`src/rtl/ped_pkg.sv`:
```
// Shared constants and types for the pedestrian crossing head.
// Segment bit order is gfedcba, active-high.
package ped_pkg;

    localparam logic [6:0] SEG_BLANK = 7'b0000000;
    localparam logic [6:0] SEG_0     = 7'b0111111;
    localparam logic [6:0] SEG_1     = 7'b0000110;
    localparam logic [6:0] SEG_2     = 7'b1011011;
    localparam logic [6:0] SEG_3     = 7'b1001111;
    localparam logic [6:0] SEG_4     = 7'b1100110;
    localparam logic [6:0] SEG_5     = 7'b1101101;
    localparam logic [6:0] SEG_6     = 7'b1111101;
    localparam logic [6:0] SEG_7     = 7'b0000111;
    localparam logic [6:0] SEG_8     = 7'b1111111;
    localparam logic [6:0] SEG_9     = 7'b1101111;

    localparam logic [6:0] CYCLE_MAX = 7'd120;
    localparam logic [6:0] WALK_HI   = 7'd120;
    localparam logic [6:0] WALK_LO   = 7'd100;
    localparam logic [6:0] CLEAR_LO  = 7'd80;

    typedef enum logic [1:0] {
        PH_WALK,
        PH_CLEAR,
        PH_DONT_WALK
    } phase_t;

    // Repeated subtraction of ten; valid for inputs 0..99.
    function automatic logic [7:0] bin2bcd(input logic [6:0] v);
        logic [6:0] rem;
        logic [3:0] tens;
        rem  = v;
        tens = 4'd0;
        for (int i = 0; i < 9; i++) begin
            if (rem >= 7'd10) begin
                rem  = rem - 7'd10;
                tens = tens + 4'd1;
            end
        end
        return {tens, rem[3:0]};
    endfunction

endpackage

```
`src/rtl/seg7_decoder.sv`:
```
// BCD digit to seven-segment pattern with a blanking input.
module seg7_decoder
    import ped_pkg::*;
(
    input  logic [3:0] bcd,
    input  logic       blank,
    output logic [6:0] seg
);

    always_comb begin
        seg = SEG_BLANK;
        if (!blank) begin
            case (bcd)
                4'd0:    seg = SEG_0;
                4'd1:    seg = SEG_1;
                4'd2:    seg = SEG_2;
                4'd3:    seg = SEG_3;
                4'd4:    seg = SEG_4;
                4'd5:    seg = SEG_5;
                4'd6:    seg = SEG_6;
                4'd7:    seg = SEG_7;
                4'd8:    seg = SEG_8;
                4'd9:    seg = SEG_9;
                default: seg = SEG_BLANK;
            endcase
        end
    end

endmodule

```
`src/rtl/pedestrian_crossing_signal.sv`:
```
// Pedestrian head: walk/hand lamps and clearance countdown,
// a pure registered function of the master timer and enable.
module pedestrian_crossing_signal
    import ped_pkg::*;
#(
    parameter logic [6:0] CYCLE_MAX = ped_pkg::CYCLE_MAX,
    parameter logic [6:0] WALK_HI   = ped_pkg::WALK_HI,
    parameter logic [6:0] WALK_LO   = ped_pkg::WALK_LO,
    parameter logic [6:0] CLEAR_LO  = ped_pkg::CLEAR_LO
) (
    input  logic       clk,
    input  logic       rst_n,
    input  logic       enable,
    input  logic [6:0] master_timer,
    output logic [6:0] tens_digit,
    output logic [6:0] ones_digit,
    output logic       hand_light,
    output logic       walk_light
);

    phase_t     phase;
    logic [6:0] count;
    logic [7:0] bcd;
    logic       walk_d;
    logic       hand_d;
    logic       blank_tens;
    logic       blank_ones;
    logic [6:0] tens_seg;
    logic [6:0] ones_seg;

    always_comb begin
        phase = PH_DONT_WALK;
        if (master_timer > CYCLE_MAX) begin
            phase = PH_DONT_WALK;
        end else if (master_timer > WALK_LO && master_timer <= WALK_HI) begin
            phase = PH_WALK;
        end else if (master_timer > CLEAR_LO && master_timer <= WALK_LO) begin
            phase = PH_CLEAR;
        end
    end

    assign count = master_timer - CLEAR_LO;
    assign bcd   = bin2bcd(count);

    always_comb begin
        walk_d     = 1'b0;
        hand_d     = 1'b0;
        blank_tens = 1'b1;
        blank_ones = 1'b1;
        if (enable) begin
            case (phase)
                PH_WALK: walk_d = 1'b1;
                PH_CLEAR: begin
                    // Hand flashes with the timer's LSB during clearance.
                    hand_d     = master_timer[0];
                    blank_ones = 1'b0;
                    blank_tens = (bcd[7:4] == 4'd0);
                end
                default: hand_d = 1'b1;
            endcase
        end
    end

    seg7_decoder u_tens (
        .bcd   (bcd[7:4]),
        .blank (blank_tens),
        .seg   (tens_seg)
    );

    seg7_decoder u_ones (
        .bcd   (bcd[3:0]),
        .blank (blank_ones),
        .seg   (ones_seg)
    );

    always_ff @(posedge clk or negedge rst_n) begin
        if (!rst_n) begin
            walk_light <= 1'b0;
            hand_light <= 1'b1;
            tens_digit <= SEG_BLANK;
            ones_digit <= SEG_BLANK;
        end else begin
            walk_light <= walk_d;
            hand_light <= hand_d;
            tens_digit <= tens_seg;
            ones_digit <= ones_seg;
        end
    end

endmodule

```
`config.mk`:
```
export PLATFORM = sky130hd
export DESIGN_NAME = pedestrian_crossing_signal
export DESIGN_NICKNAME = d
export VERILOG_FILES = /design/src/rtl/ped_pkg.sv /design/src/rtl/seg7_decoder.sv /design/src/rtl/pedestrian_crossing_signal.sv
export SDC_FILE = /design/constraint.sdc
export NUM_CORES = 1
export LEC_CHECK = 0
export CAP_MARGIN = 20
export CORE_ASPECT_RATIO = 1.4
export CORE_UTILIZATION = 25
export DETAILED_ROUTE_END_ITERATION = 6
export PLACE_DENSITY_LB_ADDON = 0.2
export SYNTH_ARGS = -nofsm -noshare
export SYNTH_HDL_FRONTEND = slang
export SYNTH_HIERARCHICAL = 1
export SYNTH_SLANG_ARGS = --single-unit
```
`constraint.sdc`:
```
create_clock -name clk -period 1.6 [get_ports clk]
set_input_delay 0.48 -clock clk [delete_from_list [all_inputs] [get_ports clk]]
set_output_delay 0.48 -clock clk [all_outputs]
set_load 0.02 [all_outputs]
```
==> impl_metrics.toml <==
[floorplan]
die_area_mm2 = 0.0164
chipHeight_um = 151
io-pin-count = 26
row_count = 54
initial_core_util = 0.256
die_x_um = 109
core-area_mm2 = 0.0155

[logic_synthesis]
synth_nets = 529
ys.flop_type = "dfrtp_1"
post_synth_main_area_contributors = "dfrtp_1 (9.4%), ha_1 (8.8%), xnor2_1 (4.6%)"
syn-cell-area_mm2 = 0.00397
yosys.area.top_type_share = 0.0945
seq_area_frac_synth = 0.101
synth_top_cell_by_area = "dfrtp_1"
synth_edf_count = 0
synth-async-reset-ratio = 1.00
ys_seq_elements = 16
yosys_warnings = 6
avgSynthCellArea_um2 = 8.09
synth_cell_types = 104
synthCells = 491

[critical_path]
critPathMostFrequentCell = "buf_4"
crit_required_ns = 1.73
critPathMaxFanout = 7
crit_arrival_ns = 6.67
cpMaxStageDelayCell = "or4b_4"
worstSetupEndpointType = "register"
path_class = "in -> reg"
cpPeakStageDelay_ns = 0.53
startpoint_type = "primary input"

[sta]
final-max-slew-violation-count = 0
setup_viol = 15
rsz0062_at_grt = "yes"
hold_viol_final = 0
fmax_mhz = 153
fin_crit_sh = 4.09
tightest_slew_ns = 0.513
period_minus_slack_ns = 6.54
slew_headroom = 0.655
worst_slack_ns = -4.94

[placed_design]
place_hpwl_um = 11300
pre_cts_ws_ns = -5.90
port_buffers = 25
gp_congestion = 0.863

[cts]
clock_sinks = 16
cts_hold_buf = 0
cts_htree_levels = 1
root_buffer = "clkbuf_16"
clk_pin_slew_ns = 0.05
cts_buffer_depth = 2
numCtsBuffers = 3
cts_tree = "yes"

[finish]
area_delta_synth_final_pct = 82.6
nets = 769
drive_gt1_frac = 0.581
final_common_cell = "buf_4"
multi_input_area_mm2 = 0.00423
diodes = 0
regArea_um2 = 402
nFillCells = 1509
final_cell_mix = "buf_4 (200), buf_6 (32), nand2_1 (30)"

[run_status]
violations = "setup timing"
outcome = "finished, violations left"

[drt]
vias = 4648
drt_wl_total_um = 14500
drc = 0
avgRoutedWirePerCell_um = 15.6
first_iter_violations = 112
viasPerCell = 5.02
ant_nets = 0
drtPass1Iterations = 4

[global_routing]
grt_antenna_before_repair = 0
grtUsageTotal = 0.179
met1_usage = 0.176
first_global_vias = 4954
use_met2 = 0.378
grt_busiest_layer = "met2"
grt_max_degree = 17
grt_pass1_wl_um = 23400
grt.overflow.total = 0
grt_use_met3 = 0.0120

[flow_run]
cap_violations = 0

[min_path]
hp-class = "in -> async"
## per-layer routing
metal  share of wire  up-vias
met4           0.032        0
met5               0        -
met1            0.36     2228
met3           0.011       31
li1                -     2336
met2            0.59       53
## final cells by class
cell class,instances,area share
Clock buffer,4,0.0122
Inverter,25,0.0154
Multi-Input combinational cell,425,0.583
Sequential cell,16,0.0554
Tap cell,196,0.0338
Timing Repair Buffer,260,0.300
## state kept, by name, summed over array words and instances, names as in the netlist
| signal | count |
|---|---|
| tens_digit | 7 |
| ones_digit | 7 |
| hand_light | 1 |
| walk_light | 1 |
## synth_stat cells (8+ instances only)
cell / number
mux2i_1: 8
nand2b_1: 10
buf_6: 8
a31oi_1: 9
a211oi_1: 10
o22ai_1: 13
inv_1: 24
and2_1: 9
nand2_1: 34
ha_1: 28
nor2_1: 32
dfrtp_1: 15
xnor2_1: 21
a21oi_1: 29
nor3_1: 12
nand3_1: 16
a21o_1: 9
o21ai_0: 19
## critical path, delay by kind of cell
family	cells	cell delay [ns]
AO/OA/AOI/OAI	13	2.12
multiplexers	3	0.74
XOR/XNOR	1	0.13
AND/OR/NAND/NOR	8	1.54
adder cells (fa/ha/maj)	3	0.55
buffers and inverters	10	1.10
## stage by stage
stage	cell area [um^2]	cells	util	hold slack, ns	setup TNS [ns]
2_1_floorplan	4100	491	-	0.184	-74.18
6_report	7250	926	0.467	0.552	-67.86
5_1_grt	7250	926	0.467	0.573	-71.99
3_5_place_dp	5850	879	0.377	0.811	-82.75
4_1_cts	6980	917	0.449	0.553	-65.36
3_3_place_gp	5850	879	0.377	0.805	-81.11
## worst max-delay path by stage
stage | startpoint | endpoint
2_1_floorplan | master_timer[4] | tens_digit[0]$_DFF_PN0_
3_5_place_dp | master_timer[1] | tens_digit[0]$_DFF_PN0_
4_1_cts | master_timer[5] | tens_digit[0]$_DFF_PN0_
3_3_place_gp | master_timer[4] | tens_digit[5]$_DFF_PN0_
5_1_grt | master_timer[4] | tens_digit[3]$_DFF_PN0_
6_report | master_timer[4] | tens_digit[0]$_DFF_PN0_
## logic make-up after synthesis
logic type,synth area share
flops,0.101
xor+xnor,0.0847
mux,0.0529
fa+ha+maj,0.0882
simple gates,0.275
compound gates,0.327
buf+inv,0.0709
## repair_timing
action | 4_1_cts | 5_1_grt
pin swaps | 70 | 37
setup endpoints to repair | 32 | 16
resized for setup | 197 | 46
setup buffers | 36 | 11
Power is not shown: default switching activity piles up to over one toggle a cycle in this logic, so the estimate is an artifact.
